[src/rtl/fpm_rr_scheduler.sv]
// Round-robin front end sharing one pipelined FP multiplier among NREQ requesters.
// A tag pipe matching the multiplier latency steers each result back to its owner.
module fpm_rr_scheduler #(
    parameter int unsigned NREQ = 4,
    parameter int unsigned LAT  = 4
) (
    input  logic                 clk,
    input  logic                 rst,
    input  logic                 clr,
    input  logic [NREQ-1:0]      req,
    input  logic [32*NREQ-1:0]   req_a,
    input  logic [32*NREQ-1:0]   req_b,
    output logic [NREQ-1:0]      gnt,
    output logic [31:0]          mul_a,
    output logic [31:0]          mul_b,
    input  logic [31:0]          mul_c,
    output logic [NREQ-1:0]      resp_valid,
    output logic [31:0]          resp_data,
    output logic [3:0]           inflight,
    output logic                 idle
);

    localparam int unsigned DW  = 32;
    localparam int unsigned IDW = (NREQ > 1) ? $clog2(NREQ) : 1;
    localparam int unsigned CW  = 4;

    typedef struct packed {
        logic           valid;
        logic [IDW-1:0] id;
    } tag_t;

    logic [IDW-1:0]  ptr;
    logic [NREQ-1:0] outstanding;
    tag_t [LAT:0]    tags;

    logic [NREQ-1:0] eligible_c;
    logic            win_c;
    logic [IDW-1:0]  win_id_c;
    logic            ret_c;
    logic [IDW-1:0]  ret_id_c;
    logic [NREQ-1:0] outstanding_nxt_c;
    logic [CW-1:0]   inflight_nxt_c;

    // Winner search starting at ptr; retire uses the final tag stage
    always_comb begin
        int unsigned cand;
        cand       = 0;
        eligible_c = req & ~outstanding;
        win_c      = 1'b0;
        win_id_c   = '0;
        for (int unsigned k = 0; k < NREQ; k++) begin
            cand = (32'(ptr) + k) % NREQ;
            if (!win_c && eligible_c[IDW'(cand)]) begin
                win_c    = 1'b1;
                win_id_c = IDW'(cand);
            end
        end

        ret_c    = tags[LAT].valid;
        ret_id_c = tags[LAT].id;

        // A retiring requester keeps outstanding set for this edge, so it cannot win here
        outstanding_nxt_c = outstanding;
        if (ret_c) outstanding_nxt_c[ret_id_c] = 1'b0;
        if (win_c) outstanding_nxt_c[win_id_c] = 1'b1;

        inflight_nxt_c = inflight;
        if (win_c && !ret_c)      inflight_nxt_c = inflight + CW'(1);
        else if (!win_c && ret_c) inflight_nxt_c = inflight - CW'(1);
    end

    always_ff @(posedge clk or negedge rst) begin
        if (!rst) begin
            ptr         <= '0;
            outstanding <= '0;
            tags        <= '0;
            gnt         <= '0;
            mul_a       <= '0;
            mul_b       <= '0;
            resp_valid  <= '0;
            resp_data   <= '0;
            inflight    <= '0;
            idle        <= 1'b1;
        end else if (clr) begin
            // Abort: operands and last result word hold, everything else clears
            ptr         <= '0;
            outstanding <= '0;
            tags        <= '0;
            gnt         <= '0;
            resp_valid  <= '0;
            inflight    <= '0;
            idle        <= 1'b1;
        end else begin
            tags        <= {tags[LAT-1:0], tag_t'{valid: win_c, id: win_id_c}};
            gnt         <= win_c ? (NREQ'(1) << win_id_c) : '0;
            resp_valid  <= ret_c ? (NREQ'(1) << ret_id_c) : '0;
            outstanding <= outstanding_nxt_c;
            inflight    <= inflight_nxt_c;
            idle        <= (inflight_nxt_c == CW'(0)) && !win_c;
            if (win_c) begin
                mul_a <= req_a[DW*win_id_c +: DW];
                mul_b <= req_b[DW*win_id_c +: DW];
                ptr   <= (win_id_c == IDW'(NREQ-1)) ? '0 : win_id_c + IDW'(1);
            end
            if (ret_c) resp_data <= mul_c;
        end
    end

endmodule

[config.mk]
export PLATFORM = sky130hd
export DESIGN_NAME = fpm_rr_scheduler
export DESIGN_NICKNAME = d
export VERILOG_FILES = /design/src/rtl/fpm_rr_scheduler.sv
export SDC_FILE = /design/constraint.sdc
export NUM_CORES = 1
export LEC_CHECK = 0
export BUFFER_PORTS_ARGS = -buffer_cell sky130_fd_sc_hd__buf_2
export CAP_MARGIN = 5
export CORE_AREA = 4 4 153 155
export CTS_CLUSTER_SIZE = 20
export DETAILED_ROUTE_END_ITERATION = 6
export DIE_AREA = 0 0 157 159
export GPL_TIMING_DRIVEN = 0
export SETUP_SLACK_MARGIN = 0.5
export SKIP_CTS_REPAIR_TIMING = 1
export SKIP_LAST_GASP = 1
export SLEW_MARGIN = 20
export SYNTH_ARGS = -nofsm -noshare
export SYNTH_HDL_FRONTEND = slang
export SYNTH_SLANG_ARGS = --single-unit
[constraint.sdc]
create_clock -name clk -period 4.4 [get_ports clk]
set_clock_uncertainty 0.15 [all_clocks]
set_input_delay 0 -clock clk [delete_from_list [all_inputs] [get_ports clk]]
set_output_delay 0 -clock clk [all_outputs]
set_load 0.05 [all_outputs]
Word level (Yosys, flattened, before mapping):

Index checks and enable logic that the tools add are counted.

* input port bits: 295
* flip-flop bits (word level): 130

* multiplexer cells: 35
* equality and inequality tests: 1
* add/subtract/negate cells: 6
* reductions and logical operators: 17
* shift operators: 4
* magnitude comparators: 8
* bitwise operators: 6

Operator list (count)
* 128-bit by 8-bit indexed part select with 32-bit output: 2
* 4-bit 2-to-1 mux: 10
* 2-bit by 3-bit < comparator with 1-bit output, second input constant: 6
* 15-bit 2-to-1 mux: 1
* 2-bit 2-to-1 mux: 7
* 1-bit 2-to-1 mux: 11
* 4-bit AND: 2
* 1-bit binary-select mux with 2-bit select: 4
* 1-bit logical AND: 8
* 4-bit inverter: 2
* 1-bit by 2-bit left shift with 4-bit output, first input constant: 2
* 1-bit logical NOT: 5
* 2-bit by 1-bit adder with 2-bit output, second input constant: 2
* 2-bit adder, second input constant: 2
* 4-bit by 1-bit adder with 4-bit output, second input constant: 1
* 1-bit demux with 2-bit select: 2
* 2-bit by 1-bit greater-or-equal comparator with 1-bit output, second input constant: 2
* 4-bit logical NOT: 1
* 4-bit bitwise OR: 1
* 2-bit AND reduction: 2
* 4-bit by 1-bit subtractor with 4-bit output, second input constant: 1
* 2-bit equality test, second input constant: 1
* 2-bit nonzero test: 1
* 1-bit inverter: 1

Depth between registers and ports, before layout:

Gate-level depths: netlist of the first run.

* word-level depth: 21
* depth in mapped cells: 9
* gate-level depth less buffers: 7

Least setup slack after synthesis of the first run:

Ideal clock, no wire load.

* kind: flip-flop to flip-flop
* start point: register inflight[1]
* end point: register idle
* path slack: 2.650 ns
* path buffers: 0
* setup time: 0.074 ns
* arrival time: 1.526 ns
* stages on the path, launching flop included: 7
* path through: dfrtp_1 inv_1 ha_1 nand3_1 nor3_1 a21oi_1 o21bai_1

* cells in the longest elaborated chain, start to end: 6

Ends and longest elaborated chain
* start: declaration: RTL line 19 `output logic [3:0] inflight,`
* start signal: assignment: RTL line 98 `inflight <= inflight_nxt_c;`
* 4-bit by 1-bit subtractor with 4-bit output: RTL line 69 `else if (!win_c && ret_c) inflight_nxt_c = inflight - CW'(1);`
* 4-bit 2-to-1 mux: RTL line 69
* 4-bit 2-to-1 mux *: RTL line 68 `if (win_c && !ret_c) inflight_nxt_c = inflight + CW'(1);`
* 4-bit logical NOT *: RTL line 99 `idle <= (inflight_nxt_c == CW'(0)) && !win_c;`
* 1-bit logical AND *: RTL line 99
* 1-bit 2-to-1 mux *: RTL line 84 `end else if (clr) begin`
* end signal: assignment: RTL line 99
* end: declaration: RTL line 20 `output logic idle`

Mark *: on every way between the ends. The rest lies on a longest branch, timed or not.
A chain may end at the register's enable or synchronous reset.

Worst setup path in the final report of the first run:

* start point: register outstanding[3]
* end point: register mul_b[0]

* cells in the longest elaborated chain, start to end: 15

Ends and longest elaborated chain
* start: declaration: RTL line 33 `logic [NREQ-1:0] outstanding;`
* start signal: assignment: RTL line 97 `outstanding <= outstanding_nxt_c;`
* 4-bit inverter *: RTL line 48 `eligible_c = req & ~outstanding;`
* 4-bit AND *: RTL line 48
* 1-bit binary-select mux with 2-bit select: RTL line 53 `if (!win_c && eligible_c[IDW'(cand)]) begin`
* 1-bit 2-to-1 mux (implied by the code): RTL line 53
* 1-bit 2-to-1 mux: RTL line 53
* 1-bit logical NOT: RTL line 53
* 1-bit logical AND: RTL line 53
* 1-bit 2-to-1 mux: RTL line 53
* 1-bit logical NOT: RTL line 53
* 1-bit logical AND: RTL line 53
* 1-bit 2-to-1 mux: RTL line 53
* 1-bit logical NOT: RTL line 53
* 1-bit logical AND: RTL line 53
* 2-bit 2-to-1 mux / 1-bit 2-to-1 mux (equally long branches): RTL line 53
* 128-bit by 8-bit indexed part select with 32-bit output / 2-bit AND reduction (equally long branches)
* end signal: assignment: RTL line 102 `mul_b <= req_b[DW*win_id_c +: DW];`
* end: declaration: RTL line 15 `output logic [31:0] mul_b,`

Mark *: on every way between the ends. The rest lies on a longest branch, timed or not. The select of a mux whose other input is x is not followed.

==> key figures, run 1 <==
Global routing
  – Vias in the first global route: 6334
  – First-pass GRT wire length: 35400 um
  – Overall Global Routing Usage: 0.182
  – Initial antenna violation count: 0
  – Largest net degree at the start of global routing: 88
  – GR Overflow Total: 0

Drt
  – Antenna-violating nets left: 0
  – WL met2: 14100 um
  – Met3 WL: 1380 um
  – DRT iter0 DRCs: 241
  – Vias: 7005
  – Wire per inst: 17.4 um
  – Drt drc: 0
  – Routed vias/inst: 4.65
  – Final wirelength: 26200 um
  – Drt pass-1 iters: 5
  – Max Used Layer: met4
  – WL met1: ~10000 um

STA
  – Total negative slack: 0 ns
  – Worst hold slack: -0.0237 ns
  – Worst slew margin: 0.679
  – Final Max Slew Viols: 0
  – RSZ-0062 raised after global routing: no
  – Final period utilization: 0.685
  – Achievable Freq: 0.332 GHz
  – Final setup fails: 0
  – Fin crit period: roughly 3.0 ns
  – Worst Tran Pin Value: 0.482 ns
  – Final hold violations: 4

Finish
  – Final Non-Filler Cells: 1506
  – Area Overhead vs Synth: 72.8%
  – NumNets Final: 1514
  – Diodes inserted: 0
  – Ratio of cells with drive above 1 in the final layout: 0.471

Floorplan
  – Row Count: 54
  – Io pins: 404
  – Initial core utilization: 0.333
  – Core Area: 0.0218 mm^2
  – Die ar.: 0.0250 mm^2
  – Chip width: ~160 um
  – Die H: 159 um

Min path
  – Hold endpoint: outstanding[1]$_DFF_PN0_
  – WHS Path Cells: 5
  – Hold path start: req[0]
  – Hold Crit Class: in -> reg

CTS
  – CTS tree: done
  – CTS Root Cell: clkbuf_16
  – Clock buffer depth: 2
  – Clock slew at reported path FFs: 0.07 ns
  – Htree depth: 4
  – CTS Sinks: 130
  – CTS buffer count: 17
  – Clock Latency Late Sink: 0.42 ns

Synth
  – Yosys Warn Count: 0
  – Mapped Nets: roughly 860
  – Async set or reset register ratio after synthesis: 1.00
  – Synth top area cells: dfrtp_1 (44%), mux2i_1 (18%), o221ai_2 (12%)
  – Synth Register Bits: between 100 and 150
  – Mapped cell area: 0.00727 mm^2
  – Sequential element share of the synthesized area: 0.448
  – Post-synth top area share: 0.444
  – Cell count after synthesis: 561
  – Most frequent cells after synthesis: dfrtp_1 (129), mux2i_1 (128), nand2_1 (71)
  – Post-synth EDFFs: 0
  – Ys flop type: dfrtp_1
  – Syn Area/Cell: 13.0 um^2
  – Most frequent cell after synthesis: dfrtp_1
  – Library cells used by synthesis: 44
  – Synth area leader: dfrtp_1

Worst setup path
  – Critical path class: reg -> reg
  – CP max FO: 10
  – Critical path launch point type: register
  – Worst R2R End: mul_b[0]$_DFFE_PN0P_
  – Reg2reg start: outstanding[3]$_DFF_PN0_
  – Worst R2R Setup Slack: 1.38 ns
  – Worst Setup End Kind: register
  – R2R cell count: 9
  – Crit. Startpoint: outstanding[3]$_DFF_PN0_
  – Worst path required time: 4.55 ns
  – Worst Path Arrival: 3.16 ns

Run
  – # Max-Cap Violations: 0

Placement
  – Post-Place Cells: 1244
  – Port-buffer cells: ~400
  – Detailed Place HPWL: 18800 um
  – GPL Wtd Cong: 0.791

Power and ir drop
  – Pleak: 0.00618 uW
  – Power Total: just over 8000 uW
  – Worst IR Drop VDD: 0.310 mV
  – PwrDens: 658 mW/mm^2

Status
  – Failing checks: negative hold slack
  – Outcome: finished with violations
[stage by stage]
step,cell area (um^2),hold slack [ns],setup WS (ns),utilization
after floorplan,7270,-0.446,2.65,-
after global placement,9630,0.0819,1.31,0.441
after detailed placement,9670,-0.232,2.28,0.443
after CTS,10200,-0.694,2.24,0.469
after global routing,12600,0.00483,1.23,0.576
final,12600,-0.0237,1.38,0.576
[cell type report]
class	count	area, um^2
Buffer	43	485
Clock inverter	14	136
Timing Repair Buffer	633	4370
Sequential cell	130	3250
Inverter	9	33.8
Tap cell	280	350
Fill cell	1843	9260
Clock buffer	18	439
Multi-Input combinational cell	379	3500
[routing by layer]
metal | track usage | vias up
met5 | 0 | -
met4 | 0.0497 | 0
met3 | 0.0334 | 32
met2 | 0.327 | 232
met1 | 0.221 | 3356
li1 | - | 3385
[cell usage in the layout, fill, tap and decap left out, drive strengths merged, types with 7 or more instances in the layout]
master,Yosys,routed
buf,29,433
clkbuf,11,29
dfrtp,129,129
dlygate4sd3,0,229
inv,9,18
mux2,32,32
mux2i,128,128
nand2,72,72
nand2b,7,7
nor2,7,7
nor2b,16,16
o221ai,66,66
[kinds of logic (layout without fill, tap and decap cells)]
| family | Yosys count | after routing | synth area share |
|---|---|---|---|
| fa+ha+maj | 8 | 8 | 0.0131 |
| simple gates | 122 | 122 | 0.0855 |
| buf+inv | 52 | 717 | 0.0714 |
| compound gates | 85 | 85 | 0.152 |
| mux | 160 | 160 | 0.226 |
| flops | 130 | 130 | 0.448 |
| xor+xnor | 4 | 4 | 0.00482 |
[where the power goes]
part | switching (uW) | internal, uW | leakage, uW
combinational | 2880 | 2190 | 0.00424
sequential | 224 | 1600 | 0.00166
clock | 616 | 767 | 0.000283
total | 3720 | 4550 | 0.00618
[critical path, cell delays in order, from the launching register on]
cell	delay (ns)
dfrtp_1	0.40
nor2b_2	0.16
o21ai_2	0.08
a22oi_4	0.22
buf_12	0.22
buf_12	0.19
mux2i_1	0.21
dlygate4sd3_1	0.57
o221ai_1	0.11
dlygate4sd3_1	0.58
[sequential cells by signal, indices dropped and copies added (netlist names)]
register / flops
gnt: 4
idle: 1
inflight: 4
mul_a: 32
mul_b: 32
outstanding: 4
ptr: 2
resp_data: 32
resp_valid: 4
ret_c: 1
ret_id_c: 2
tags: 12
[how the worst max path moves through the flow]
| stage | end | slack (ns) | cells past startpoint |
|---|---|---|---|
| after floorplan | idle$_DFF_PN1_ | 2.65 | 6 |
| after global placement | mul_a[6]$_DFFE_PN0P_ | 1.31 | 1 |
| after detailed placement | mul_a[25]$_DFFE_PN0P_ | 2.28 | 7 |
| after global routing | mul_b[0]$_DFFE_PN0P_ | 1.23 | 9 |
| final | mul_b[0]$_DFFE_PN0P_ | 1.38 | 9 |
| after CTS | mul_a[24]$_DFFE_PN0P_ | 2.24 | 7 |
No activity file was read; power rests on OpenSTA's default activity.
==> inputs of run 2 (changes only) <==
clock period = 3 ns   (was 4.4 ns; I/O delays follow)
==> run 2 against run 1 <==
  * The run now fails in global routing
  * Synthesized cell count stayed put
  * Area after synthesis unchanged
==> key figures, run 2 <==
Synth
  – Synth area leader: dfrtp_1
  – Mapped Nets: 862 (unchanged)
  – Syn Area/Cell: 13.0 um^2 (unchanged)
  – Async set or reset register ratio after synthesis: 1.00 (unchanged)
  – Most frequent cells after synthesis: dfrtp_1 (129), mux2i_1 (128), nand2_1 (71)
  – Synth top area cells: dfrtp_1 (44%), mux2i_1 (18%), o221ai_2 (12%)
  – Post-synth top area share: 0.444 (unchanged)
  – Yosys Warn Count: 0 (unchanged)
  – Synth Register Bits: 130 (unchanged)
  – Library cells used by synthesis: 44 (unchanged)
  – Sequential element share of the synthesized area: 0.448 (unchanged)
  – Mapped cell area: 0.00727 mm^2 (unchanged)
  – Post-synth EDFFs: 0 (unchanged)
  – Ys flop type: dfrtp_1
  – Cell count after synthesis: 561 (unchanged)
  – Most frequent cell after synthesis: dfrtp_1

Placement
  – Detailed Place HPWL: 18800 um (unchanged)
  – GPL Wtd Cong: 0.791 (unchanged)
  – Port-buffer cells: 402 (unchanged)
  – Post-Place Cells: 1244 (unchanged)

Status
  – Last stage reached: global routing
  – Outcome: aborted with a tool error
  – Error: [ERROR RSZ-0060] Max buffer count reached.

Floorplan
  – Io pins: 404 (unchanged)
  – Row Count: 54 (unchanged)
  – Chip width: 157 um (unchanged)
  – Initial core utilization: 0.333 (unchanged)
  – Die H: 159 um (unchanged)

CTS
  – CTS buffer count: 17 (unchanged)
  – CTS Root Cell: clkbuf_16
  – Clock buffer depth: 2 (unchanged)
  – CTS Sinks: 130 (unchanged)
  – Htree depth: 4 (unchanged)

Global routing
  – Largest net degree at the start of global routing: 88
==> run 2: cell counts after synthesis <==
No cell type changed its count.
==> run 2: cells by family after synthesis <==
family | synth area share
buffers and inverters | 0.0714
adders and majority gates | 0.0131
DFF | 0.448
AOI/OAI and AO/OA | 0.152
xor gates and xnor gates | 0.00482
and+or+nand+nor | 0.0855
muxes | 0.226
==> run 2: through the flow <==
step | area, um^2 | util | hold slack [ns] | setup TNS, ns | setup WS, ns
2_1_floorplan | 7270 | - | -0.446 | 0 | 1.25
3_3_place_gp | 9630 | 0.441 | 0.0819 | -10.32 | -0.0935
3_5_place_dp | 9670 | 0.443 | -0.232 | 0 | 0.882
4_1_cts | 10200 | 0.469 | -0.694 | 0 | 0.842
==> inputs of run 3 (changes only) <==
CORE_AREA = unset   (was 4 4 153 155)
CORE_MARGIN = 4   (was unset)
CORE_UTILIZATION = 30   (was unset)
CTS_CLUSTER_SIZE = unset   (was 20)
DIE_AREA = unset   (was 0 0 157 159)
PLACE_DENSITY_LB_ADDON = 0.15   (was unset)
SETUP_SLACK_MARGIN = unset   (was 0.5)
==> run 3 against run 2 <==
  * The flow again stops in global routing
  * Synthesized cell count unchanged
  * Area after synthesis unchanged
==> key figures, run 3 <==
Status
  – Outcome: aborted with a tool error
  – Last stage reached: global routing
  – Error: [ERROR RSZ-0060] Max buffer count reached.

Placement
  – Port-buffer cells: 402 (unchanged)
  – Post-Place Cells: 1283 (+3.1%)
  – Detailed Place HPWL: 19700 um (+4.8%)
  – GPL Wtd Cong: 0.757 (-4.2%)

CTS
  – Clock buffer depth: 2 (unchanged)
  – CTS Root Cell: clkbuf_16
  – CTS buffer count: 17 (unchanged)
  – Htree depth: 4 (unchanged)
  – CTS Sinks: 130 (unchanged)

Synth
  – Ys flop type: dfrtp_1
  – Most frequent cell after synthesis: dfrtp_1
  – Synth Register Bits: 130 (unchanged)
  – Most frequent cells after synthesis: dfrtp_1 (129), mux2i_1 (128), nand2_1 (71)
  – Sequential element share of the synthesized area: 0.448 (unchanged)
  – Library cells used by synthesis: 44 (unchanged)
  – Yosys Warn Count: 0 (unchanged)
  – Mapped Nets: 862 (unchanged)
  – Synth top area cells: dfrtp_1 (44%), mux2i_1 (18%), o221ai_2 (12%)
  – Cell count after synthesis: 561 (unchanged)
  – Synth area leader: dfrtp_1
  – Syn Area/Cell: 13.0 um^2 (unchanged)
  – Post-synth top area share: 0.444 (unchanged)
  – Async set or reset register ratio after synthesis: 1.00 (unchanged)
  – Mapped cell area: 0.00727 mm^2 (unchanged)
  – Post-synth EDFFs: 0 (unchanged)

Floorplan
  – Chip width: 164 um (+4.3%)
  – Row Count: 56 (+3.7%)
  – Die H: 164 um (+2.9%)
  – Io pins: 404 (unchanged)
  – Initial core utilization: 0.307 (-0.0262)

Global routing
  – Largest net degree at the start of global routing: 72
==> run 3: cell counts after synthesis <==
Identical to the previous run, type by type.
==> run 3: cells by family after synthesis <==
kind of cell / Yosys count / share of synthesized area
adder cells (fa/ha/maj): 8 / 0.0131
AND/OR/NAND/NOR: 122 / 0.0855
flip-flops: 130 / 0.448
XOR/XNOR: 4 / 0.00482
buffers and inverters: 52 / 0.0714
AO/OA/AOI/OAI: 85 / 0.152
multiplexers: 160 / 0.226
==> run 3: per-stage QoR <==
step	util	hold slack (ns)	setup WS (ns)	area (um^2)	TNS (ns)
after floorplan	-	-0.446	1.25	7270	0
after global placement	0.409	0.0823	-0.200	9680	-24.52
after detailed placement	0.410	-0.175	0.839	9720	0
after CTS	0.436	-0.632	0.794	10300	0
